## config.mk

```make
export PLATFORM = sky130hd
export DESIGN_NAME = alu_log_ctrl
export DESIGN_NICKNAME = d
export VERILOG_FILES = /design/src/rtl/alu_log_ctrl.sv
export SDC_FILE = /design/constraint.sdc
export NUM_CORES = 1
export LEC_CHECK = 0
export CORE_MARGIN = 5
export CORE_UTILIZATION = 26
export CTS_CLUSTER_DIAMETER = 80
export DETAILED_ROUTE_END_ITERATION = 16
export PLACE_DENSITY = 0.63
export SLEW_MARGIN = 25
export SYNTH_ARGS = -nofsm -noshare
export SYNTH_HDL_FRONTEND = slang
export SYNTH_SLANG_ARGS = --single-unit
```

## constraint.sdc

```tcl
create_clock -name clk -period 3.7 [get_ports clk]
set_clock_uncertainty 0.2 [all_clocks]
set_input_delay 0.74 -clock clk [delete_from_list [all_inputs] [get_ports clk]]
set_output_delay 0.74 -clock clk [all_outputs]
set_load 0.1 [all_outputs]
```

## src/rtl/alu_log_ctrl.sv

```systemverilog
// Result-record log: ALU appends records, host reads by index or dumps the whole log.
// The external memory owns its write pointer; mem_rst rewinds it.
module alu_log_ctrl #(
    parameter int unsigned DATA_W = 29,
    parameter int unsigned ADDR_W = 5
) (
    input  logic              clk,
    input  logic              rst,
    input  logic              wr_req,
    input  logic [DATA_W-1:0] wr_data,
    output logic              wr_ready,
    input  logic              rd_req,
    input  logic [ADDR_W-1:0] rd_addr,
    output logic              rd_ready,
    output logic              rd_valid,
    output logic [DATA_W-1:0] rd_data,
    output logic              rd_err,
    input  logic              dump_start,
    output logic              dump_valid,
    output logic              dump_last,
    output logic [DATA_W-1:0] dump_data,
    input  logic              clr,
    output logic              busy,
    output logic [ADDR_W:0]   count,
    output logic              full,
    output logic [DATA_W-1:0] mem_data_in,
    output logic              mem_write_en,
    output logic [ADDR_W-1:0] mem_read_addr,
    output logic              mem_read_addr_en,
    input  logic [DATA_W-1:0] mem_data_out,
    output logic              mem_rst
);

    typedef enum logic [1:0] {StIdle, StDump, StClear} state_e;

    localparam logic [ADDR_W:0] Depth = {1'b1, {ADDR_W{1'b0}}};

    state_e              r_state;
    state_e              w_state_nxt;
    logic [ADDR_W:0]     r_count;
    logic [ADDR_W:0]     r_idx;
    logic                r_last_rd;
    logic                r_rd_valid;
    logic                r_rd_err;
    logic [DATA_W-1:0]   r_rd_data;
    logic                r_dump_valid;
    logic                r_dump_last;
    logic [DATA_W-1:0]   r_dump_data;

    logic w_idle, w_full, w_clr_go, w_dump_go, w_arb_ok;
    logic w_wr_elig, w_rd_elig, w_wr_go, w_rd_go, w_rd_oob;
    logic w_dump_rd, w_dump_last_rd;

    always_comb begin
        w_idle    = (r_state == StIdle);
        w_full    = (r_count == Depth);
        w_clr_go  = w_idle && clr;
        w_dump_go = w_idle && !clr && dump_start && (r_count != '0);
        w_arb_ok  = w_idle && !clr && !w_dump_go;
        w_wr_elig = w_arb_ok && wr_req && !w_full;
        w_rd_elig = w_arb_ok && rd_req;
        // Contention goes to whoever was not granted last.
        w_wr_go   = w_wr_elig && (!w_rd_elig || r_last_rd);
        w_rd_go   = w_rd_elig && (!w_wr_elig || !r_last_rd);
        w_rd_oob  = ({1'b0, rd_addr} >= r_count);
        w_dump_rd      = (r_state == StDump) && (r_idx < r_count);
        w_dump_last_rd = w_dump_rd && (r_idx == r_count - 1'b1);
    end

    always_comb begin
        w_state_nxt = r_state;
        unique case (r_state)
            StIdle: begin
                if (w_clr_go) begin
                    w_state_nxt = StClear;
                end else if (w_dump_go) begin
                    w_state_nxt = StDump;
                end
            end
            StDump:  if (r_dump_last) w_state_nxt = StIdle;
            StClear: w_state_nxt = StIdle;
            default: w_state_nxt = StIdle;
        endcase
    end

    always_comb begin
        mem_write_en     = w_wr_go;
        mem_data_in      = w_wr_go ? wr_data : '0;
        mem_read_addr_en = w_rd_go || w_dump_rd;
        mem_read_addr    = '0;
        if (w_rd_go) begin
            mem_read_addr = rd_addr;
        end else if (w_dump_rd) begin
            mem_read_addr = r_idx[ADDR_W-1:0];
        end
        mem_rst = !(rst || w_clr_go || (r_state == StClear));
    end

    always_ff @(posedge clk) begin
        if (rst) begin
            r_state      <= StIdle;
            r_count      <= '0;
            r_idx        <= '0;
            r_last_rd    <= 1'b1;
            r_rd_valid   <= 1'b0;
            r_rd_err     <= 1'b0;
            r_rd_data    <= '0;
            r_dump_valid <= 1'b0;
            r_dump_last  <= 1'b0;
            r_dump_data  <= '0;
        end else begin
            r_state <= w_state_nxt;
            if (w_clr_go) begin
                r_count <= '0;
            end else if (w_wr_go) begin
                r_count <= r_count + 1'b1;
            end
            if (w_wr_go) begin
                r_last_rd <= 1'b0;
            end else if (w_rd_go) begin
                r_last_rd <= 1'b1;
            end
            r_rd_valid <= w_rd_go;
            r_rd_err   <= w_rd_go && w_rd_oob;
            if (w_rd_go) begin
                r_rd_data <= w_rd_oob ? '0 : mem_data_out;
            end
            if (w_dump_go) begin
                r_idx <= '0;
            end else if (w_dump_rd) begin
                r_idx <= r_idx + 1'b1;
            end
            r_dump_valid <= w_dump_rd;
            r_dump_last  <= w_dump_last_rd;
            if (w_dump_rd) begin
                r_dump_data <= mem_data_out;
            end
        end
    end

    assign wr_ready   = w_wr_go;
    assign rd_ready   = w_rd_go;
    assign rd_valid   = r_rd_valid;
    assign rd_err     = r_rd_err;
    assign rd_data    = r_rd_data;
    assign dump_valid = r_dump_valid;
    assign dump_last  = r_dump_last;
    assign dump_data  = r_dump_data;
    assign busy       = (r_state != StIdle);
    assign count      = r_count;
    assign full       = w_full;

endmodule

```

==> summary.md, run 1 <==
| Metric | Value |
|---|---|
| Status | `completed` |
| Clock buffer depth | `2` |
| Leak | `2.664 nW` |
| Detailed Place HPWL | `9648 microns` |
| Via Count | `3,661` |
| Max Cap Viol | `0` |
| H-Tree Depth | `3` |
| Drt total wl | `12,390 microns` |
| Crit-path slowest cell | `a311o_2` |
| Endpoints failing hold | `0` |
| Most frequent cells in the layout | `clkdlybuf4s50_1, dfxtp_1, nor2_1` |
| Worst Path Arrival | `2.62 ns` |
| DRC viols | `0` |
| RSZ-0062 raised after global routing | `false` |
| Post-synthesis sequential element count | `77` |
| Ant diodes | `0` |
| CP max FO | `7` |
| Clock period minus worst slack | `3.563 ns` |
| I/O pin count | `178` |
| Die W | `127.1 microns` |
| Cell area after synthesis | `3565 sq um` |
| First-pass iteration count of the detailed router | `4` |
| CP Cell Sequence | `inv_2 -> ha_1 -> or4b_4 -> or2_1 -> a311o_2 -> o22ai_4 -> buf_12` |
| Worst Setup Start Kind | `register` |
| Post-route cell area | `6212 sq um` |
| Rows | `42` |
| Fin Hold WS | `0.2492 ns` |
| Post-synth top area cell | `dfxtp_1` |
| Synth warnings | `0` |
| VDD IR max | `0.2281 mV` |
| Hold_sp | `rd_data[24]` |
| Largest net degree at the start of global routing | `66` |
| Asr flop ratio synth | `0` |
| Crit path launch | `count[0]` |
| Vias per Instance | `4.773` |
| Commonest non-fill, non-tap cell in the layout | `clkdlybuf4s50_1` |
| DIE AREA | `16,150 sq um` |
| Placer Congestion | `0.8286` |
| Fillers | `1,262` |
| Routed Antenna Nets | `0` |
| Worst path max stage delay | `0.51 ns` |
| Core Region | `13,350 sq um` |
| Nets@finish | `670` |
| Die Y | `127.1 microns` |
| CP endpoint kind | `primary output` |
| Tightest Hold Check Type | `reg2reg` |
| Vias in the first global route | `3,787` |
| Port bufs | `177` |
| Syn avg cell area | `8.610 sq um` |
| Initial Utilization | `0.2671` |
| Synth top area cells | `dfxtp_1, mux2i_1, a21oi_1, and3_1, ha_1` |
| Reg-to-Reg Start | `count[0]` |
| Initial antenna violation count | `0` |
| Worst setup path category | `reg2out` |
| Clock latency on the worst-skew pair | `0.33 ns` |
| Global-route wire length before repair | `19,710 microns` |
| Register area share after synthesis | `0.4324` |
| GRT overflow | `0` |
| Required @ worst endpoint | `2.76 ns` |
| Routed len/inst | `16.15 microns` |
| GRT Overall Usage | `0.1509` |
| Worst Tran Pin Value | `1.014 ns` |
| CTS Buf Count | `9` |
| Final period util | `0.9630` |
| Post-synth EDFFs | `0` |
| PwrDens | `359.3 nW/um^2` |
| P&R area growth vs syn | `74.27%` |
| Design Power | `2.232 mW` |
| DRT iter0 DRCs | `147` |
| Cell count after synthesis | `414` |
| Final Setup Violations | `0` |
| CTS root buf | `clkbuf_16` |
| Final setup TNS | `0 ns` |
| Slew Viols, Final | `0` |
| Synth Flop Type | `dfxtp_1` |
| Clock transition at path regs | `0.06 ns` |
| Relative slew margins | `0.3219` |
| Area after DPL | `5889 sq um` |
| Clock sink count | `77` |
| Max Freq | `0.2806 GHz` |
| CTS tree | `yes` |
| Synthesized Nets | `498` |
| Synth cell types | `42` |
| Share of layout cells above drive strength 1 | `0.1878` |
| Synth top area share | `0.4324` |
-- cells in the mapped netlist (2+ instances only) --
cell type / count
dfxtp_1: 77
nor2_1: 45
a21oi_1: 40
nand2_1: 35
nand3_1: 33
and3_1: 32
mux2i_1: 30
clkbuf_1: 20
ha_1: 15
inv_1: 12
xnor2_1: 11
o21ai_0: 7
or3_1: 5
a22o_1: 4
buf_2: 4
buf_6: 4
nand4_1: 4
nor3_1: 4
and2_1: 3
a21o_1: 2
a31oi_1: 2
nand2b_1: 2
nor3b_1: 2
o21a_1: 2
o22ai_1: 2
-- power by group --
part	switching (mW)	total, mW	internal (mW)
sequential	0.00689	0.845	0.839
combinational	0.318	0.507	0.189
clock	0.341	0.880	0.539
-- critical path: cells and delay by family (launching register included) --
| kind | cells | cell delay (ns) |
|---|---|---|
| compound gates | 2 | 0.74 |
| fa+ha+maj | 1 | 0.14 |
| buf+inv | 2 | 0.29 |
| flops | 1 | 0.37 |
| simple gates | 2 | 0.75 |
-- worst paths after layout --
kind                      endpoint  slack [ns]  cells after the start
hold reg to reg        rd_data[24]        0.25                      2
setup reg to reg        rd_data[5]        0.72                     10
hold / removal         rd_data[24]        0.25                      2
setup / recovery  mem_read_addr[0]        0.14                      7
-- timing repair --
item	4_1_cts	5_1_grt
pin swaps	1	1
hold buffers	0	0
gates cloned	0	0
setup buffers	0	2
hold endpoints to repair	0	0
gates resized for setup	1	1
setup endpoints to repair	4	4
-- metal layers --
metal	global-route usage	vias up	routed length [microns]
li1	-	1777	-
met5	0	-	0
met1	0.1813	1694	5206
met2	0.2556	171	5837
met3	0.05301	19	1119
met4	0.04290	0	225
-- flip-flops by register name, indices dropped and copies added, names as in the netlist --
signal and cells:
r_last_rd 1, rd_err 1, r_state 2, dump_last 1
r_idx 6, dump_valid 1, dump_data 29, count 6
rd_data 29, rd_valid 1
-- stage by stage --
stage	utilization	std cells	setup WS (ns)
after floorplan	-	414	-0.09070
after global placement	0.4412	749	0.2749
after detailed placement	0.4412	749	0.2619
after CTS	0.4643	765	0.07373
after global routing	0.4654	767	0.01077
final	0.4654	767	0.1368
-- kinds of logic after synthesis --
group,share of synthesized area
AND/OR/NAND/NOR,0.2303
flip-flops,0.4324
AO/OA/AOI/OAI,0.1134
buffers and inverters,0.05756
multiplexers,0.08424
adder cells (fa/ha/maj),0.05265
XOR/XNOR,0.02948
-- area by class of cell --
type                    instances  area (sq um)  area share
inverters                      13         61.31    0.009869
multi-input cells             294          1859      0.2993
clock buffers                  10         239.0     0.03847
flip-flops and latches         77          1549      0.2493
well taps                     176         220.2     0.03545
repair buffers                191          2222      0.3577
clock inverters                 6         61.31    0.009869
(Power assumes the default switching activity.)
==> run 2, diff against run 1 <==
- CORE_ASPECT_RATIO: unset -> 0.75
==> run 2 against run 1 <==
Effect of this change:
- worst hold slack better by 0.0067 ns
- wire length is 2.0% lower
- worst setup slack worse by 0.013 ns
- utilization is 0.37 points lower
- clock power is 15% higher
- via count is 3.3% lower
- count of clock-buffer cells in the layout is 2 higher
- largest power group unchanged
==> summary.md, run 2 (synthesized netlist as in run 1, its figures left out) <==
| Metric | Value |
|---|---|
| Worst Tran Pin Value | `0.9992 ns (-0.01476 ns)` |
| CP Cell Sequence | `inv_2 -> ha_1 -> or4b_4 -> or2_1 -> a311o_2 -> clkinv_4 -> a22o_2 -> buf_12` |
| Worst setup path category | `reg2out` |
| Drt total wl | `12,140 microns (-2.0%)` |
| Rows | `37 (-12%)` |
| Die Y | `111.4 microns (-12%)` |
| Fin cells | `765 (-0.26%)` |
| WL met3 | `671 microns (-40%)` |
| Setup ws final | `0.1241 ns (-0.01271 ns)` |
| Routed Antenna Nets | `0 (unchanged)` |
| RSZ-0062 raised after global routing | `false` |
| I/O pin count | `178 (unchanged)` |
| Fin Hold WS | `0.2559 ns (+0.006672 ns)` |
| CTS tree | `yes` |
| Dpl cells | `747 (-0.27%)` |
| Slew Viols, Final | `0 (unchanged)` |
| Combinational share of power | `0.214 (-0.013)` |
| Port bufs | `177 (unchanged)` |
| Final Setup Violations | `0 (unchanged)` |
| DR WL met2 | `5725 microns (-1.9%)` |
| Global-route wire length before repair | `19,600 microns (-0.56%)` |
| Clock buffer depth | `2 (unchanged)` |
| DRC viols | `0 (unchanged)` |
| Max Cap Viol | `0 (unchanged)` |
| Via Count | `3,540 (-3.3%)` |
| Initial Utilization | `0.2628 (-0.004262)` |
| Dpl ws | `0.2835 ns (+0.02160 ns)` |
| Clock period minus worst slack | `3.576 ns (+0.01271 ns)` |
| Initial antenna violation count | `0 (unchanged)` |
| Tightest Hold Check Type | `reg2reg` |
| Vias per Instance | `4.627 (-3.1%)` |
| Leak | `2.652 nW (-0.43%)` |
| Post-CTS Hold Buffers | `0 (unchanged)` |
| Crit-path slowest cell | `or4b_4` |
| Share of layout cells above drive strength 1 | `0.1661 (-0.02172)` |
| Clock transition at path regs | `0.06 ns (about the same)` |
| Placer Congestion | `0.8412 (+1.5%)` |
| Max Freq | `0.2796 GHz (-0.36%)` |
| Worst path max stage delay | `0.50 ns (about the same)` |
| Clock Power Share | `0.427 (+0.033)` |
| Most frequent cells in the layout | `clkdlybuf4s50_1, dfxtp_1, nor2_1` |
| Top Layer Used | `met4` |
| P&R area growth vs syn | `75.68%` |
| Largest net degree at the start of global routing | `66 (unchanged)` |
| Routed len/inst | `15.87 microns (-1.8%)` |
| Ant diodes | `0 (unchanged)` |
| Sw Ratio | `0.2771 (-0.02088)` |
| P_int | `1.705 mW (+8.8%)` |
| CP max FO | `7 (unchanged)` |
| GRT Overall Usage | `0.1473 (-0.003578)` |
| Worst Setup Start Kind | `register` |
| Required @ worst endpoint | `2.76 ns (about the same)` |
| CP endpoint kind | `primary output` |
| Final Core Density | `0.4617 (-0.003738)` |
| VDD IR max | `0.2227 mV (-2.4%)` |
| Worst Path Arrival | `2.64 ns (+0.02 ns)` |
| Clock latency on the worst-skew pair | `0.33 ns (about the same)` |
| Register share of total power | `0.359 (-0.020)` |
| DIE AREA | `16,180 sq um (+0.15%)` |
| Nets@finish | `669 (-0.15%)` |
| GRT overflow | `0 (unchanged)` |
| Relative slew margins | `0.3318 (+0.009870)` |
| NetSw | `653.6 uW (-1.7%)` |
| CTS root buf | `clkbuf_16` |
| Endpoints failing hold | `0 (unchanged)` |
| PwrDens | `376.6 nW/um^2 (+4.8%)` |
| Detailed Place HPWL | `9343 microns (-3.2%)` |
| Clock sink count | `77 (unchanged)` |
| First-pass iteration count of the detailed router | `4 (unchanged)` |
| Vias in the first global route | `3,535 (-6.7%)` |
| H-Tree Depth | `3 (unchanged)` |
| CTS Buf Count | `9 (unchanged)` |
| Commonest non-fill, non-tap cell in the layout | `clkdlybuf4s50_1` |
| M1 WL | `5571 microns (+7.0%)` |
| Core Region | `13,560 sq um (+1.6%)` |
| Die W | `145.2 microns (+14%)` |
| Final period util | `0.9665 (+0.003435)` |
| DRT iter0 DRCs | `257 (+75%)` |
| Status | `completed` |
-- run 2: changes by cell type in the layout (fill, tap and decap cells not counted) --
cell,delta
buf_4,-11
bufinv_16,+2
clkbuf_1,+2
clkdlybuf4s50_1,+10
clkinv_2,-2
clkinv_4,+1
clkinv_8,-1
clkinvlp_4,-1
inv_6,-1
-- run 2: area by class of cell --
| type | count | area, sq um |
|---|---|---|
| Sequential cell | 77 | 1549 |
| Clock buffer | 12 | 246.5 |
| Timing Repair Buffer | 190 | 2240 |
| Inverter | 13 | 53.80 |
| Fill cell | 1256 | 7302 |
| Clock inverter | 4 | 95.09 |
| Multi-Input combinational cell | 294 | 1859 |
| Tap cell | 175 | 219.0 |
-- run 2: repair_timing --
item                       4_1_cts  5_1_grt
resized for setup                0        1
buffers inserted                 0        2
pin swaps                        1        1
setup endpoints to repair        5        5
-- run 2: final timing paths --
path | from | end | slack (ns) | cells past startpoint
max | count[0] | mem_read_addr[2] | 0.12 | 8
min | rd_data[6] | rd_data[6] | 0.26 | 2
max reg2reg | count[0] | rd_data[27] | 0.83 | 9
min reg2reg | rd_data[6] | rd_data[6] | 0.26 | 2
-- run 2: power groups by stage --
stage,Clock [mW],Combinational (mW),Sequential (mW)
finish,1.01,0.506,0.846
global route,1.07,0.527,0.847
CTS,1.03,0.507,0.846
detailed placement,0,0.506,0.864
global placement,0,0.503,0.864
floorplan,0,0.238,0.917
-- run 2: through the flow --
stage                     setup TNS (ns)  cell area, sq um  total power, mW
final                                  0              6262            2.358
after CTS                              0              6247            2.383
after global placement                 0              5906            1.367
after floorplan                 -0.09070              3596            1.155
after global routing                   0              6262            2.445
after detailed placement               0              5906            1.370
-- run 2: metal layers --
layer	vias up	GRT usage
met5	-	0
met3	13	0.03824
met2	93	0.2383
met1	1659	0.1951
met4	0	0.04226
li1	1775	-
-- run 2: critical path, delay by kind of cell, from the launching register on --
| family | cells | cell delay (ns) |
|---|---|---|
| flops | 1 | 0.37 |
| compound gates | 2 | 0.64 |
| fa+ha+maj | 1 | 0.14 |
| simple gates | 2 | 0.77 |
| buf+inv | 3 | 0.37 |
==> run 3, diff against run 2 <==
- CELL_PAD_IN_SITES_DETAIL_PLACEMENT: unset -> 2
- CELL_PAD_IN_SITES_GLOBAL_PLACEMENT: unset -> 2
- CORE_UTILIZATION: 26 -> 22
- PLACE_DENSITY: 0.63 -> 0.87
==> run 3 against run 2 <==
Effect of this change:
- worst hold slack improved by 0.0037 ns
- first-iteration DRC count shrank 63%
- flip-flop and latch count unchanged
- non-clock buffer count grew 1
- sequential share of layout area down 0.15 points
- largest power group unchanged
- highest routed layer unchanged
==> summary.md, run 3 (synthesized netlist as in run 1, its figures left out) <==
| Metric | Value |
|---|---|
| Vias in the first global route | `4,220 (+19%)` |
| CP max FO | `7 (unchanged)` |
| DRC viols | `0 (unchanged)` |
| Commonest non-fill, non-tap cell in the layout | `clkdlybuf4s50_1` |
| Port bufs | `177 (unchanged)` |
| GRT Overall Usage | `0.1669 (+0.01956)` |
| P&R area growth vs syn | `77.04%` |
| Final Setup Violations | `0 (unchanged)` |
| Most frequent cells in the layout | `clkdlybuf4s50_1, dfxtp_1, nor2_1` |
| Clock buffer depth | `2 (unchanged)` |
| Design Power | `2.350 mW (-0.37%)` |
| Leak | `2.662 nW (+0.36%)` |
| CP endpoint kind | `primary output` |
| Die Y | `120.2 microns (+7.9%)` |
| I/O pin count | `178 (unchanged)` |
| CTS tree | `yes` |
| Global-route wire length before repair | `24,390 microns (+24%)` |
| GRT overflow | `0 (unchanged)` |
| Post-CTS Hold Buffers | `0 (unchanged)` |
| Max Freq | `0.2754 GHz (-1.5%)` |
| PwrDens | `372.3 nW/um^2 (-1.1%)` |
| Fin Hold WS | `0.2596 ns (+0.003679 ns)` |
| Final period util | `0.9813 (+0.01479)` |
| Final setup TNS | `0 ns (unchanged)` |
| CTS Buf Count | `9 (unchanged)` |
| CTS root buf | `clkbuf_16` |
| Max Cap Viol | `0 (unchanged)` |
| Worst Setup Start Kind | `register` |
| Largest net degree at the start of global routing | `66 (unchanged)` |
| Endpoints failing hold | `0 (unchanged)` |
| Worst setup path category | `reg2out` |
| Vias per Instance | `4.703 (+1.6%)` |
| Clock sink count | `77 (unchanged)` |
| Relative slew margins | `0.3198 (-0.01198)` |
| Routed Antenna Nets | `0 (unchanged)` |
| Fillers | `1,697 (+35%)` |
| Reg2reg end | `rd_data[3]` |
| Share of layout cells above drive strength 1 | `0.1794 (+0.01326)` |
| NetSw | `705.8 uW (+8.0%)` |
| DIE AREA | `18,880 sq um (+17%)` |
| P_int | `1.644 mW (-3.6%)` |
| Placer Congestion | `0.8054 (-4.3%)` |
| Via Count | `3,772 (+6.6%)` |
| Rows | `40 (+8.1%)` |
| Final Core Density | `0.3953 (-0.06638)` |
| First-pass iteration count of the detailed router | `4 (unchanged)` |
| Clock latency on the worst-skew pair | `0.34 ns (about the same)` |
| Detailed Place HPWL | `12,450 microns (+33%)` |
| CP Capture Point | `mem_read_addr[4]` |
| Routed len/inst | `20.01 microns (+26%)` |
| Tightest Hold Check Type | `reg2reg` |
| FF-to-FF path depth | `10 (+1)` |
| Clock transition at path regs | `0.07 ns (about the same)` |
| Worst Path Arrival | `2.69 ns (+0.05 ns)` |
| Register share of total power | `0.360 (about the same)` |
| Clock Power Share | `0.419 (-0.008)` |
| Core Region | `15,970 sq um (+18%)` |
| Area after DPL | `5934 sq um (+0.49%)` |
| Combinational share of power | `0.221 (+0.007)` |
| Initial antenna violation count | `1 (+1)` |
| Die W | `157.0 microns (+8.1%)` |
| Reg area | `1551 sq um (+0.16%)` |
| Drt total wl | `16,050 microns (+32%)` |
| H-Tree Depth | `3 (unchanged)` |
| Initial Utilization | `0.2233 (-0.03952)` |
| Required @ worst endpoint | `2.76 ns (about the same)` |
| Reg-to-Reg Start | `count[0]` |
| Clock period minus worst slack | `3.631 ns (+0.05474 ns)` |
| VDD IR max | `0.2065 mV (-7.3%)` |
| Nets@finish | `670 (+0.15%)` |
| Post-route cell area | `6311 sq um (+0.78%)` |
| Area of the multi-input gates | `1867 sq um (+0.40%)` |
| Sw Ratio | `0.3004 (+0.02325)` |
| Worst Tran Pin Value | `1.017 ns (+0.01792 ns)` |
| FF-to-FF setup slack | `0.64 ns (-0.19 ns)` |
| DRT iter0 DRCs | `94 (-63%)` |
| Slew Viols, Final | `0 (unchanged)` |
| Status | `completed` |
| Crit path launch | `count[0]` |
[run 3: cell types whose count changed in the layout (fill, tap and decap cells not counted), sizes merged, moves of 2 or more]
| cell | delta |
|---|---|
| buf | +4 |
| clkbuf | -2 |
| clkdlybuf4s50 | -3 |
| clkinvlp | +2 |
[run 3: layout make-up]
| class | count | share of cell area |
|---|---|---|
| Multi-Input combinational cell | 294 | 0.2958 |
| Clock inverter | 6 | 0.01507 |
| Clock buffer | 10 | 0.03787 |
| Timing Repair Buffer | 191 | 0.3549 |
| Tap cell | 210 | 0.04163 |
| Inverter | 13 | 0.008525 |
| Antenna cell | 1 | 0.0003965 |
| Sequential cell | 77 | 0.2458 |
[run 3: worst min path at each step]
| stage | startpoint | end | slack, ns | cells past startpoint |
|---|---|---|---|---|
| after floorplan | r_state[1] | r_state[0] | 0.27 | 1 |
| after global placement | rd_data[26] | rd_data[26] | 0.24 | 2 |
| after detailed placement | rd_data[19] | rd_data[19] | 0.25 | 2 |
| after CTS | rd_data[19] | rd_data[19] | 0.26 | 2 |
| after global routing | rd_data[22] | rd_data[22] | 0.28 | 2 |
| final | rd_data[19] | rd_data[19] | 0.26 | 2 |
[run 3: per-stage QoR]
stage | std cells | worst slack [ns]
detailed placement | 781 | 0.1393
global route | 802 | -0.01057
global placement | 781 | 0.2802
finish | 802 | 0.06933
floorplan | 414 | -0.09070
CTS | 799 | 0.01501
[run 3: power groups by stage]
| stage | Sequential (mW) | Clock (mW) | Combinational [mW] |
|---|---|---|---|
| 6_report | 0.846 | 0.984 | 0.520 |
| 3_5_place_dp | 0.865 | 0 | 0.519 |
| 5_1_grt | 0.847 | 1.04 | 0.540 |
| 3_3_place_gp | 0.864 | 0 | 0.505 |
| 4_1_cts | 0.846 | 1.01 | 0.523 |
| 2_1_floorplan | 0.917 | 0 | 0.238 |
[run 3: layer usage]
layer,track usage,vias up,routed length [microns]
met3,0.03256,14,647
met1,0.1947,1898,6751
met2,0.3092,77,8486
li1,-,1783,-
met5,0,-,0
met4,0.04607,0,167
[run 3: timing repair]
action | 4_1_cts | 5_1_grt
pin swaps | 1 | 1
buffers inserted | 2 | 2
gates resized for setup | 1 | 3
setup endpoints to repair | 5 | 6
[run 3: critical path, cell delays in order (launching register included)]
cell	delay, ns
dfxtp_4	0.38
inv_2	0.09
ha_1	0.14
or4b_4	0.50
or2_4	0.27
a311o_2	0.50
clkinv_4	0.10
a22o_2	0.18
buf_12	0.18
